File: config.mk
export PLATFORM = sky130hd
export DESIGN_NAME = dispatch_engine
export DESIGN_NICKNAME = d
export VERILOG_FILES = /design/src/rtl/dispatch_pkg.sv /design/src/rtl/dispatch_timer.sv /design/src/rtl/dispatch_engine.sv
export SDC_FILE = /design/constraint.sdc
export NUM_CORES = 1
export LEC_CHECK = 0
export BUFFER_PORTS_ARGS = -buffer_cell sky130_fd_sc_hd__buf_4
export CAP_MARGIN = 20
export CORE_AREA = 2 2 70 105
export CTS_CLUSTER_DIAMETER = 60
export DETAILED_ROUTE_END_ITERATION = 8
export DIE_AREA = 0 0 72 107
export GPL_ROUTABILITY_DRIVEN = 0
export PLACE_DENSITY = 0.72
export RECOVER_POWER = 50
export SLEW_MARGIN = 25
export SYNTH_ARGS = -nofsm -noshare
export SYNTH_HDL_FRONTEND = slang
export SYNTH_SLANG_ARGS = --single-unit
File: constraint.sdc
create_clock -name clock -period 2 [get_ports clock]
set_input_delay 0.4 -clock clock [delete_from_list [all_inputs] [get_ports clock]]
set_output_delay 0.4 -clock clock [all_outputs]
set_load 0.005 [all_outputs]
File: src/rtl/dispatch_pkg.sv
// Shared opcodes, response codes, engine command encodings and FSM states
// for the command dispatcher.
package dispatch_pkg;

    localparam logic [7:0] OP_DATA    = 8'h00;
    localparam logic [7:0] OP_START   = 8'h01;
    localparam logic [7:0] OP_STOP    = 8'h02;
    localparam logic [7:0] OP_AUX_LO  = 8'h10;
    localparam logic [7:0] OP_AUX_HI  = 8'h11;
    localparam logic [7:0] OP_AUX_HIZ = 8'h12;
    localparam logic [7:0] OP_AUX_RD  = 8'h13;
    localparam logic [7:0] OP_DELAY   = 8'h20;

    localparam logic [7:0] RSP_ERR_OP  = 8'hFF;
    localparam logic [7:0] RSP_TIMEOUT = 8'hFE;

    localparam logic [1:0] ENG_DATA  = 2'd0;
    localparam logic [1:0] ENG_START = 2'd1;
    localparam logic [1:0] ENG_STOP  = 2'd2;

    typedef enum logic [2:0] {
        S_IDLE, S_FETCH, S_EXEC, S_ENG_WAIT, S_DELAY, S_RESP
    } state_t;

    function automatic logic [1:0] eng_cmd_of(input logic [7:0] op);
        case (op)
            OP_START: eng_cmd_of = ENG_START;
            OP_STOP:  eng_cmd_of = ENG_STOP;
            default:  eng_cmd_of = ENG_DATA;
        endcase
    endfunction

endpackage

File: src/rtl/dispatch_timer.sv
// Loadable down-counter with zero flag; shared by delay and engine timeout.
module dispatch_timer #(
    parameter int W = 9
) (
    input  logic         clock,
    input  logic         reset,
    input  logic         load,
    input  logic [W-1:0] load_val,
    input  logic         dec,
    output logic         zero
);
    logic [W-1:0] cnt;

    always_ff @(posedge clock) begin
        if (reset)
            cnt <= '0;
        else if (load)
            cnt <= load_val;
        else if (dec && cnt != '0)
            cnt <= cnt - W'(1);
    end

    assign zero = (cnt == '0);
endmodule

File: src/rtl/dispatch_engine.sv
// Command dispatcher: pops {opcode,data} words, drives the protocol engine,
// AUX pins and delays locally, and pushes response words.
module dispatch_engine
    import dispatch_pkg::*;
#(
    parameter int AUX_N       = 4,
    parameter int DELAY_SHIFT = 0,
    parameter int TIMEOUT_W   = 16
) (
    input  logic             clock,
    input  logic             reset,
    input  logic             in_fifo_out_nempty,
    input  logic [15:0]      in_fifo_out_data,
    output logic             in_fifo_out_pop,
    input  logic             out_fifo_in_full,
    output logic             out_fifo_in_shift,
    output logic [15:0]      out_fifo_in_data,
    output logic             eng_go,
    output logic [1:0]       eng_cmd,
    output logic [7:0]       eng_wdata,
    input  logic [7:0]       eng_rdata,
    input  logic             eng_done,
    output logic [AUX_N-1:0] aux_out,
    output logic [AUX_N-1:0] aux_oe,
    input  logic [AUX_N-1:0] aux_in,
    output logic             busy,
    output logic             error
);
    localparam int TMR_W = (9 + DELAY_SHIFT > TIMEOUT_W + 1) ? 9 + DELAY_SHIFT : TIMEOUT_W + 1;
    localparam int RD_N  = (AUX_N < 8) ? AUX_N : 8;
    localparam logic [4:0]       AUX_LIM  = 5'(AUX_N);
    localparam logic [TMR_W-1:0] TMO_LOAD = (TMR_W'(1) << TIMEOUT_W) - TMR_W'(1);

    state_t             state, state_d;
    logic [7:0]         op_q, op_d, dat_q, dat_d;
    logic [15:0]        resp_q, resp_d;
    logic [AUX_N-1:0]   aout_q, aout_d, aoe_q, aoe_d;
    logic               err_q, err_d;
    logic               tmr_load, tmr_dec, tmr_zero;
    logic [TMR_W-1:0]   tmr_val, dly_load;
    logic [7:0]         aux_rd;
    logic               pin_ok, go, bad;

    dispatch_timer #(.W(TMR_W)) u_timer (
        .clock    (clock),
        .reset    (reset),
        .load     (tmr_load),
        .load_val (tmr_val),
        .dec      (tmr_dec),
        .zero     (tmr_zero)
    );

    assign dly_load = ((TMR_W'(dat_q) + TMR_W'(1)) << DELAY_SHIFT) - TMR_W'(1);
    assign pin_ok   = {1'b0, dat_q[3:0]} < AUX_LIM;

    always_comb begin
        aux_rd = '0;
        for (int i = 0; i < RD_N; i++) aux_rd[i] = aux_in[i];
    end

    always_ff @(posedge clock) begin
        if (reset) begin
            state  <= S_IDLE;
            op_q   <= '0;
            dat_q  <= '0;
            resp_q <= '0;
            aout_q <= '0;
            aoe_q  <= '0;
            err_q  <= 1'b0;
        end else begin
            state  <= state_d;
            op_q   <= op_d;
            dat_q  <= dat_d;
            resp_q <= resp_d;
            aout_q <= aout_d;
            aoe_q  <= aoe_d;
            err_q  <= err_d;
        end
    end

    always_comb begin
        state_d  = state;
        op_d     = op_q;
        dat_d    = dat_q;
        resp_d   = resp_q;
        aout_d   = aout_q;
        aoe_d    = aoe_q;
        err_d    = err_q;
        tmr_load = 1'b0;
        tmr_val  = '0;
        tmr_dec  = 1'b0;
        go       = 1'b0;
        bad      = 1'b0;
        case (state)
            S_IDLE: if (in_fifo_out_nempty) state_d = S_FETCH;
            S_FETCH: begin
                op_d    = in_fifo_out_data[15:8];
                dat_d   = in_fifo_out_data[7:0];
                state_d = S_EXEC;
            end
            S_EXEC: begin
                case (op_q)
                    OP_DATA, OP_START, OP_STOP: begin
                        go       = 1'b1;
                        tmr_load = 1'b1;
                        tmr_val  = TMO_LOAD;
                        state_d  = S_ENG_WAIT;
                    end
                    OP_AUX_LO, OP_AUX_HI, OP_AUX_HIZ: begin
                        if (!pin_ok) bad = 1'b1;
                        else begin
                            for (int i = 0; i < AUX_N; i++) begin
                                if (dat_q[3:0] == 4'(i)) begin
                                    aoe_d[i] = (op_q != OP_AUX_HIZ);
                                    if (op_q != OP_AUX_HIZ) aout_d[i] = (op_q == OP_AUX_HI);
                                end
                            end
                            state_d = S_IDLE;
                        end
                    end
                    OP_AUX_RD: begin
                        if (!pin_ok) bad = 1'b1;
                        else begin
                            resp_d  = {OP_AUX_RD, aux_rd};
                            state_d = S_RESP;
                        end
                    end
                    OP_DELAY: begin
                        tmr_load = 1'b1;
                        tmr_val  = dly_load;
                        state_d  = S_DELAY;
                    end
                    default: bad = 1'b1;
                endcase
                // Bad opcode/pin leaves AUX state untouched: only the response path is taken.
                if (bad) begin
                    resp_d  = {RSP_ERR_OP, op_q};
                    err_d   = 1'b1;
                    state_d = S_RESP;
                end
            end
            S_ENG_WAIT: begin
                if (eng_done) begin
                    if (op_q == OP_DATA) begin
                        resp_d  = {OP_DATA, eng_rdata};
                        state_d = S_RESP;
                    end else begin
                        state_d = S_IDLE;
                    end
                end else if (tmr_zero) begin
                    resp_d  = {RSP_TIMEOUT, 8'h00};
                    err_d   = 1'b1;
                    state_d = S_RESP;
                end else begin
                    tmr_dec = 1'b1;
                end
            end
            S_DELAY: begin
                if (tmr_zero) state_d = S_IDLE;
                else          tmr_dec = 1'b1;
            end
            S_RESP: if (!out_fifo_in_full) state_d = S_IDLE;
            default: state_d = S_IDLE;
        endcase
    end

    // Strobes are gated by reset so an abandoned command never pops or pushes.
    assign in_fifo_out_pop   = !reset && (state == S_FETCH);
    assign out_fifo_in_shift = !reset && (state == S_RESP) && !out_fifo_in_full;
    assign eng_go            = !reset && go;
    assign eng_cmd           = eng_cmd_of(op_q);
    assign eng_wdata         = dat_q;
    assign out_fifo_in_data  = resp_q;
    assign aux_out           = aout_q;
    assign aux_oe            = aoe_q;
    assign busy              = (state != S_IDLE);
    assign error             = err_q;
endmodule

==> impl_metrics.py, run 1 <==
metrics = {
    "power_and_ir_drop": {
        "p_total_mw": 7.37,
        "max-vdd-ir-drop_mv": 0.850,
        "powerDensity_mw_per_mm2": 1630,
        "leakagePower_nw": 1.85,
    },
    "synth": {
        "synth_cells": 388,
        "yosys.area.top_type": "dfxtp_1",
        "synth_ff_type": "dfxtp_1",
        "synth-edff-count": 0,
        "ys_types": 66,
        "yosysTopAreaCellShare": 0.360,
        "synthTopCellsByArea": "dfxtp_1, a21oi_1, nand2_1",
        "synth-async-reset-ratio": 0,
        "ys_ff_latch": 56,
        "synth_nets": 423,
        "yosysWarnings": 0,
        "syn_avg_cell_area_sq_um": 8.02,
        "netlist_area_sq_mm": 0.00311,
        "seq_area_frac_synth": 0.360,
    },
    "route": {
        "dr.max_layer_used": "met4",
        "vias_per_cell": 6.08,
        "drc": 0,
        "routed_wl_microns": 10300,
        "routed-wl-met2_microns": 5500,
        "wl_met3_microns": 431,
        "drtPass1Iterations": 6,
        "ant_nets": 0,
        "vias": 3574,
        "wl_per_cell_microns": 17.6,
        "wl_met1_microns": 3830,
        "first_iter_violations": 292,
    },
    "floorplanning": {
        "dieArea_sq_mm": 0.00770,
        "fp.coreArea_sq_mm": 0.00681,
        "die-height_microns": 107,
        "io_pins": 72,
        "rows": 37,
        "initial_core_util": 0.457,
        "die_w_microns": 72,
    },
    "run_status": {
        "violations": "setup timing",
        "status": "finished, violations left",
    },
    "placed_design": {
        "hpwl_microns": 7390,
        "placedCellCount": 572,
        "numPortBuffers": 71,
        "placed_area_sq_mm": 0.00417,
    },
    "setup_path": {
        "required_ps": 1600,
        "arrival_ps": 1780,
        "endpoint_kind": "output pin",
        "crit_type": "flop to output pin",
        "start_kind": "flop",
        "path_max_fanout": 7,
    },
    "finish": {
        "final-instance-count-excl-fill": 588,
        "syn_to_final_growth_pct": 45.5,
        "nNetsFinal": 544,
        "diodes": 0,
        "drive_gt1_frac": 0.425,
        "fin_area_sq_mm": 0.00453,
    },
    "cts": {
        "htreeDepth": 2,
        "clk_latency_ps": 320,
        "cts-root-buf": "clkbuf_8",
        "clock-sinks": 56,
        "cts_tree": "built",
        "cts_hold_buf": 0,
        "path_clk_slew_ps": 100,
        "cts_buffer_depth": 2,
        "cts_buffers": 5,
    },
    "timing": {
        "hold_viol_final": 0,
        "max-slew-margin-rel": 0.641,
        "post-route-period-util": 1.09,
        "setup_viol": 27,
        "rsz0062_at_grt": "true",
        "min_period_ps": 2180,
        "worst-slew-pin-transition_ps": 538,
        "fmax_ghz": 0.459,
        "worst_slack_ps": -181,
        "slew_violations": 0,
        "finClkSkew_ps": 9.18,
    },
    "global_routing": {
        "grt_pass1_vias": 3435,
        "grt_pass1_wl_microns": 15800,
        "grt_max_degree": 29,
        "antenna_found_initial": 0,
        "grt_overflow": 0,
        "grt_use_total": 0.258,
    },
    "hold_path": {
        "hold_path.class": "input port to flop",
    },
    "flow_run": {
        "timing.max_cap.violations": 0,
    },
}
layout make-up:
| type | instances | area, sq um |
|---|---|---|
| repair buffers | 150 | 1180 |
| clock inverters | 1 | 8.76 |
| well taps | 78 | 97.6 |
| fillers | 566 | 2280 |
| multi-input cells | 285 | 2000 |
| clock buffers | 7 | 76.3 |
| flip-flops and latches | 56 | 1130 |
| inverters | 11 | 41.3 |
Yosys cell counts, types with 4 or more instances:
| cell type | n |
|---|---|
| a211oi_1 | 10 |
| a21oi_1 | 38 |
| clkbuf_1 | 22 |
| buf_4 | 5 |
| o41ai_2 | 4 |
| o21ai_0 | 15 |
| a221oi_1 | 5 |
| nand3_1 | 12 |
| nor2_1 | 21 |
| nand2_1 | 48 |
| o211ai_1 | 11 |
| nor3_1 | 14 |
| dfxtp_1 | 56 |
| nor3b_1 | 4 |
| nand2b_1 | 5 |
| inv_1 | 11 |
| buf_2 | 5 |
| or3_1 | 4 |
| a31o_2 | 6 |
| nor4_1 | 8 |
| o31ai_1 | 6 |
| o22ai_1 | 9 |
| a31oi_1 | 4 |
stage by stage:
stage | TNS (ps) | util | hold slack, ps | setup slack (ps)
2_1_floorplan | -22.0 | - | 442 | -14.1
3_3_place_gp | -1580 | 0.613 | 439 | -124
3_5_place_dp | -2150 | 0.613 | 448 | -157
4_1_cts | -828 | 0.648 | 318 | -126
5_1_grt | -3560 | 0.665 | 318 | -219
6_report | -1760 | 0.665 | 321 | -181
routing by layer:
metal	vias to the layer above	GRT usage
met4	0	0.150
met3	52	0.0367
li1	1694	-
met2	145	0.475
met1	1683	0.270
met5	-	0
registers in the layout, indices dropped and copies added (netlist names):
register / cells
u_timer.cnt: 17
out_fifo_in_data: 11
eng_wdata: 8
op_q: 8
aux_oe: 4
aux_out: 4
state: 3
error: 1
critical path, stage by stage (launching register included):
cell and delay [ps]:
dfxtp_2 330, or4_4 610, nor3_4 210, nand2_2 100
nor2_1 100, buf_4 110
report_power, final:
part	internal (mW)	switching [mW]
clock network	0.252	0.381
registers	1.36	0.203
logic	2.36	2.81
cell families (layout without fill, tap and decap cells):
group | Yosys count | in the layout | share of synthesized area
xor gates and xnor gates | 4 | 4 | 0.0113
muxes | 3 | 3 | 0.00965
AOI/OAI and AO/OA | 129 | 129 | 0.289
adders and majority gates | 3 | 3 | 0.0113
and+or+nand+nor | 146 | 146 | 0.251
DFF | 56 | 56 | 0.360
buffers and inverters | 47 | 169 | 0.0676
placed cells by master (no fill, tap or decap), types with 4 or more instances in the layout:
cell	Yosys	final
a211oi_1	10	8
a21oi_1	38	33
a21oi_2	0	5
a31o_2	6	6
a31oi_1	4	4
buf_4	5	110
buf_6	1	6
clkbuf_4	0	30
clkbuf_8	0	5
dfxtp_1	56	51
dfxtp_2	0	5
inv_1	11	9
nand2_1	48	45
nand2b_1	5	4
nand3_1	12	12
nor2_1	21	19
nor3_1	14	12
nor4_1	8	5
o211ai_1	11	11
o21ai_0	15	10
o22ai_1	9	9
o31ai_1	6	5
o41ai_2	4	4
timing repair:
| action | CTS | global route |
|---|---|---|
| buffers inserted | 5 | 2 |
| gates resized for setup | 32 | 21 |
| cloned | 1 | 1 |
| hold endpoints to repair | 0 | 0 |
| pin swaps | 15 | 5 |
| endpoints found under the setup margin | 32 | 35 |
final timing paths:
path | depth (start not counted) | to | slack [ps] | from
max | 5 | eng_go | -180 | op_q[7]
min | 3 | op_q[3] | 320 | in_fifo_out_data[11]
max reg2reg | 5 | u_timer.cnt[12] | -120 | op_q[7]
min reg2reg | 2 | error | 460 | error
(Power assumes the default switching activity.)
==> run 2: changes to the inputs <==
==> constraint.sdc (replaced) <==
create_clock -name clock -period 2 [get_ports clock]
set_input_delay 0.3 -clock clock [delete_from_list [all_inputs] [get_ports clock]]
set_output_delay 0.3 -clock clock [all_outputs]
set_load 0.005 [all_outputs]
==> run 2 against run 1 <==
Effect of this change:
- worst hold slack got worse by 110 ps
- design area increased by 1.5%
- first-iteration DRC count decreased by 19%
- critical path depth increased by 1
- clock-buffer cell count unchanged
- via count decreased by 1.3%
- highest routed layer unchanged
- the flow still finishes with violations (setup timing)
- clock skew decreased by 2.9 ps
==> impl_metrics.py, run 2 (synthesis gave the netlist of run 1 again) <==
metrics = {
    "run_status": {
        "status": "finished, violations left",
        "violations": "setup timing",
    },
    "finish": {
        "layout_commonest_cell": "buf_4",
        "regArea_sq_mm": 0.00112,
        "syn_to_final_growth_pct": 47.7,
        "largest-register": "u_timer.cnt",
        "drive_gt1_frac": 0.422,
        "multi_input_area_sq_mm": 0.00205,
        "nNetsFinal": 544,
        "fillers": 540,
        "final-instance-count-excl-fill": 588,
        "diodes": 0,
        "layout_common_cells": "buf_4, dfxtp_1, nand2_1, a21oi_1, clkbuf_4",
        "final_util": 0.675,
        "fin_area_sq_mm": 0.00460,
        "largest_reg_flops": 17,
    },
    "timing": {
        "hold_viol_final": 0,
        "min_period_ps": 2130,
        "slew_violations": 0,
        "max-slew-margin-rel": 0.653,
        "rsz0062_at_grt": "true",
        "finClkSkew_ps": 6.29,
        "fmax_ghz": 0.470,
        "setup_tns_ps": -1360,
        "worst_slack_ps": -127,
        "hold_slack_ps": 207,
        "setup_viol": 25,
        "worst-slew-pin-transition_ps": 520,
        "post-route-period-util": 1.06,
    },
    "hold_path": {
        "holdPathStages": 3,
        "hold_path.class": "input port to flop",
        "worstHoldStart": "in_fifo_out_data[7]",
        "hold_end": "eng_wdata[7]",
    },
    "placed_design": {
        "placed_area_sq_mm": 0.00416,
        "place_ws_ps": -195,
        "placedCellCount": 568,
        "numPortBuffers": 71,
        "hpwl_microns": 7090,
    },
    "global_routing": {
        "antenna_found_initial": 0,
        "grt_pass1_vias": 3466,
        "grt_overflow": 0,
        "grt_pass1_wl_microns": 15800,
        "grt_use_total": 0.257,
        "grt_max_degree": 35,
    },
    "setup_path": {
        "path_cells": "or4_4, buf_6, nor3_4, nand2_2, nor2_1, buf_4",
        "r2r_setup_slack_ps": -120,
        "arrival_ps": 1830,
        "rr_worst_depth": 8,
        "r2r_start": "u_timer.cnt[1]",
        "required_ps": 1700,
        "start_kind": "flop",
        "crit_type": "flop to output pin",
        "slowest_delay_ps": 580,
        "r2r-end": "out_fifo_in_data[0]",
        "slowest_stage": "or4_4",
        "endpoint_kind": "output pin",
        "path_max_fanout": 6,
    },
    "route": {
        "wl_met3_microns": 444,
        "routed_wl_microns": 10100,
        "routed-wl-met2_microns": 5550,
        "vias": 3528,
        "ant_nets": 0,
        "first_iter_violations": 236,
        "dr.max_layer_used": "met4",
        "wl_met1_microns": 3750,
        "drtPass1Iterations": 5,
        "wl_per_cell_microns": 17.2,
        "drc": 0,
        "vias_per_cell": 6.00,
    },
    "power_and_ir_drop": {
        "max-vdd-ir-drop_mv": 1.00,
        "p_total_mw": 7.42,
        "powerDensity_mw_per_mm2": 1620,
        "leakagePower_nw": 1.88,
    },
    "floorplanning": {
        "die_w_microns": 72,
        "io_pins": 72,
        "rows": 37,
        "fp.coreArea_sq_mm": 0.00681,
        "dieArea_sq_mm": 0.00770,
        "die-height_microns": 107,
        "initial_core_util": 0.457,
    },
    "flow_run": {
        "timing.max_cap.violations": 0,
    },
    "cts": {
        "cts_buffer_depth": 2,
        "cts-root-buf": "clkbuf_8",
        "clock-sinks": 56,
        "cts_hold_buf": 0,
        "path_clk_slew_ps": 100,
        "htreeDepth": 2,
        "cts_tree": "built",
        "cts_buffers": 5,
        "clk_latency_ps": 330,
    },
}
-- run 2: critical path, delay by kind of cell, from the launching register on --
family / cells / cell delay (ps)
simple gates: 4 / 900
flops: 1 / 340
buf+inv: 2 / 270
-- run 2: worst max path at each step --
| stage | startpoint | endpoint | cells after the start |
|---|---|---|---|
| global route | op_q[2] | out_fifo_in_data[0] | 8 |
| floorplan | op_q[6] | u_timer.cnt[9] | 7 |
| detailed placement | op_q[6] | u_timer.cnt[12] | 6 |
| CTS | op_q[3] | eng_go | 6 |
| finish | op_q[2] | eng_go | 6 |
| global placement | op_q[6] | u_timer.cnt[12] | 6 |
-- run 2: area by class of cell --
class | count | area share
inverter | 11 | 0.00898
tap | 78 | 0.0212
sequential | 56 | 0.245
clock inverter | 1 | 0.00191
timing repair buffer | 149 | 0.260
clock buffer | 7 | 0.0166
multi-input combinational | 286 | 0.447
-- run 2: layer usage --
layer | vias up | global-route usage
met4 | 0 | 0.109
met5 | - | 0
met2 | 119 | 0.469
li1 | 1693 | -
met1 | 1680 | 0.283
met3 | 36 | 0.0479
-- run 2: what timing repair did --
item / 4_1_cts / 5_1_grt
resized for setup: 22 / 31
buffers inserted: 9 / 1
pin swaps: 3 / 13
gates cloned: 0 / 2
endpoints found under the setup margin: 33 / 42
-- run 2: power breakdown --
part	leakage, nW	switching [mW]	total (mW)	internal (mW)
registers	0.455	0.210	1.57	1.36
logic	1.39	2.81	5.22	2.41
clock network	0.0424	0.382	0.633	0.251
total	1.88	3.40	7.42	4.02
==> run 3: changes to the inputs <==
--- a/config.mk
+++ b/config.mk
@@ -12,6 +12,8 @@
 export DETAILED_ROUTE_END_ITERATION = 8
 export DIE_AREA = 0 0 72 107
 export GPL_ROUTABILITY_DRIVEN = 0
+export GPL_TIMING_DRIVEN = 0
+export MAX_ROUTING_LAYER = met4
 export PLACE_DENSITY = 0.72
 export RECOVER_POWER = 50
 export SLEW_MARGIN = 25
==> run 3 against run 2 <==
Effect of this change:
- the flow still finishes with violations (setup timing)
- flip-flop and latch count unchanged
- design area rose by 2.6%
- critical path depth did not move
- utilization grew 1.8 points
- via count is 2.2% higher
- register-to-register slack lost 60 ps
- die area did not move
- global-route usage is 2.7 points higher
- wire length rose by 10%
- clock power grew 5.2%
- fmax is 3.1% lower
- non-clock buffer count stayed put
- critical endpoint unchanged
- largest power group unchanged
==> impl_metrics.py, run 3 (synthesis gave the netlist of run 1 again) <==
metrics = {
    "finish": {
        "nNetsFinal": 543,
        "fin_area_sq_mm": 0.00472,
        "layout_common_cells": "buf_4, dfxtp_1, nand2_1, a21oi_1, clkbuf_4",
        "largest-register": "u_timer.cnt",
        "syn_to_final_growth_pct": 51.6,
        "drive_gt1_frac": 0.452,
        "layout_commonest_cell": "buf_4",
        "diodes": 0,
        "largest_reg_flops": 17,
    },
    "route": {
        "drtPass1Iterations": 5,
        "vias_per_cell": 6.14,
        "vias": 3606,
        "routed_wl_microns": 11100,
        "drc": 0,
        "first_iter_violations": 348,
        "wl_per_cell_microns": 19.0,
        "ant_nets": 0,
    },
    "global_routing": {
        "grt_pass1_vias": 3466,
        "grt_use_total": 0.283,
        "grt_overflow": 0,
        "antenna_found_initial": 0,
        "grt_max_degree": 17,
        "grt_pass1_wl_microns": 16800,
    },
    "hold_path": {
        "worstHoldStart": "in_fifo_out_data[15]",
        "holdPathStages": 3,
        "hold_end": "op_q[7]",
        "hold_path.class": "input port to flop",
    },
    "floorplanning": {
        "fp.coreArea_sq_mm": 0.00681,
        "rows": 37,
        "io_pins": 72,
        "die_w_microns": 72,
        "dieArea_sq_mm": 0.00770,
        "die-height_microns": 107,
        "initial_core_util": 0.457,
    },
    "power_and_ir_drop": {
        "powerDensity_mw_per_mm2": 1650,
        "combPwrFrac": 0.692,
        "max-vdd-ir-drop_mv": 1.03,
        "intPower_mw": 4.09,
        "pwr-share-clk": 0.086,
        "p_switching_mw": 3.67,
        "p_seq_frac": 0.222,
        "leakagePower_nw": 1.86,
        "p_sw_frac": 0.473,
    },
    "placed_design": {
        "place_ws_ps": -544,
        "hpwl_microns": 7130,
        "placed_area_sq_mm": 0.00384,
        "numPortBuffers": 71,
    },
    "setup_path": {
        "start_kind": "flop",
        "path_cells": "or4_4, buf_8, nor3_4, nand2_2, nor2_1, buf_4",
        "slowest_stage": "or4_4",
        "required_ps": 1700,
        "path_max_fanout": 8,
        "r2r_start": "op_q[7]",
        "r2r_setup_slack_ps": -180,
        "rr_worst_depth": 7,
        "crit_type": "flop to output pin",
        "r2r-end": "u_timer.cnt[13]",
        "slowest_delay_ps": 520,
        "arrival_ps": 1900,
        "endpoint_kind": "output pin",
    },
    "timing": {
        "post-route-period-util": 1.10,
        "hold_viol_final": 0,
        "worst_slack_ps": -196,
        "setup_viol": 32,
        "hold_slack_ps": 210,
        "rsz0062_at_grt": "true",
        "slew_violations": 0,
        "worst-slew-pin-transition_ps": 801,
        "setup_tns_ps": -3390,
        "finClkSkew_ps": 6.69,
        "fmax_ghz": 0.455,
        "max-slew-margin-rel": 0.466,
        "min_period_ps": 2200,
    },
    "flow_run": {
        "timing.max_cap.violations": 0,
    },
    "cts": {
        "cts-root-buf": "clkbuf_8",
        "clk_latency_ps": 320,
        "cts_hold_buf": 0,
        "cts_buffer_depth": 2,
        "path_clk_slew_ps": 100,
        "htreeDepth": 2,
        "cts_tree": "built",
        "cts_buffers": 5,
        "clock-sinks": 56,
    },
    "run_status": {
        "status": "finished, violations left",
        "violations": "setup timing",
    },
}
run 3: what timing repair did:
item | CTS | global route
setup buffers | 20 | 21
resized for setup | 70 | 51
pin swaps | 31 | 19
gates cloned | 2 | 1
setup endpoints to repair | 55 | 55
run 3: how the worst max path moves through the flow:
stage | from | slack [ps] | end
CTS | op_q[6] | -160 | u_timer.cnt[3]
floorplan | op_q[6] | -10 | u_timer.cnt[9]
detailed placement | state[0] | -540 | aux_out[0]
global route | op_q[7] | -240 | eng_go
global placement | state[0] | -480 | aux_out[0]
finish | op_q[7] | -200 | eng_go
run 3: worst max-delay path, delay by kind of cell (launching register included):
kind          cells  cell delay, ps
flops             1             360
buf+inv           2             290
simple gates      4             920
run 3: metal layers:
| metal | GRT usage | wire length, microns | up-vias |
|---|---|---|---|
| met1 | 0.304 | 4110 | 1719 |
| met4 | 0.123 | 478 | 0 |
| li1 | - | - | 1695 |
| met3 | 0.0357 | 503 | 39 |
| met5 | - | 0 | - |
| met2 | 0.513 | 6040 | 153 |
run 3: power groups by stage:
stage / clock network, mW / registers (mW) / logic [mW]
after floorplan: 0 / 1.59 / 2.69
after global placement: 0 / 1.64 / 3.57
after detailed placement: 0 / 1.65 / 3.60
after CTS: 0.662 / 1.69 / 4.58
after global routing: 0.709 / 1.75 / 5.71
final: 0.666 / 1.72 / 5.37
run 3: stage by stage:
stage | util | cells | power [mW]
global route | 0.693 | 587 | 8.17
finish | 0.693 | 587 | 7.76
CTS | 0.640 | 565 | 6.93
floorplan | - | 388 | 4.27
detailed placement | 0.564 | 537 | 5.25
global placement | 0.564 | 537 | 5.21
run 3: area by class of cell:
class	count	area (sq um)
Clock inverter	1	7.51
Clock buffer	7	86.3
Timing Repair Buffer	115	896
Inverter	11	47.5
Multi-Input combinational cell	285	2200
Fill cell	526	2090
Buffer	34	243
Sequential cell	56	1140
Tap cell	78	97.6
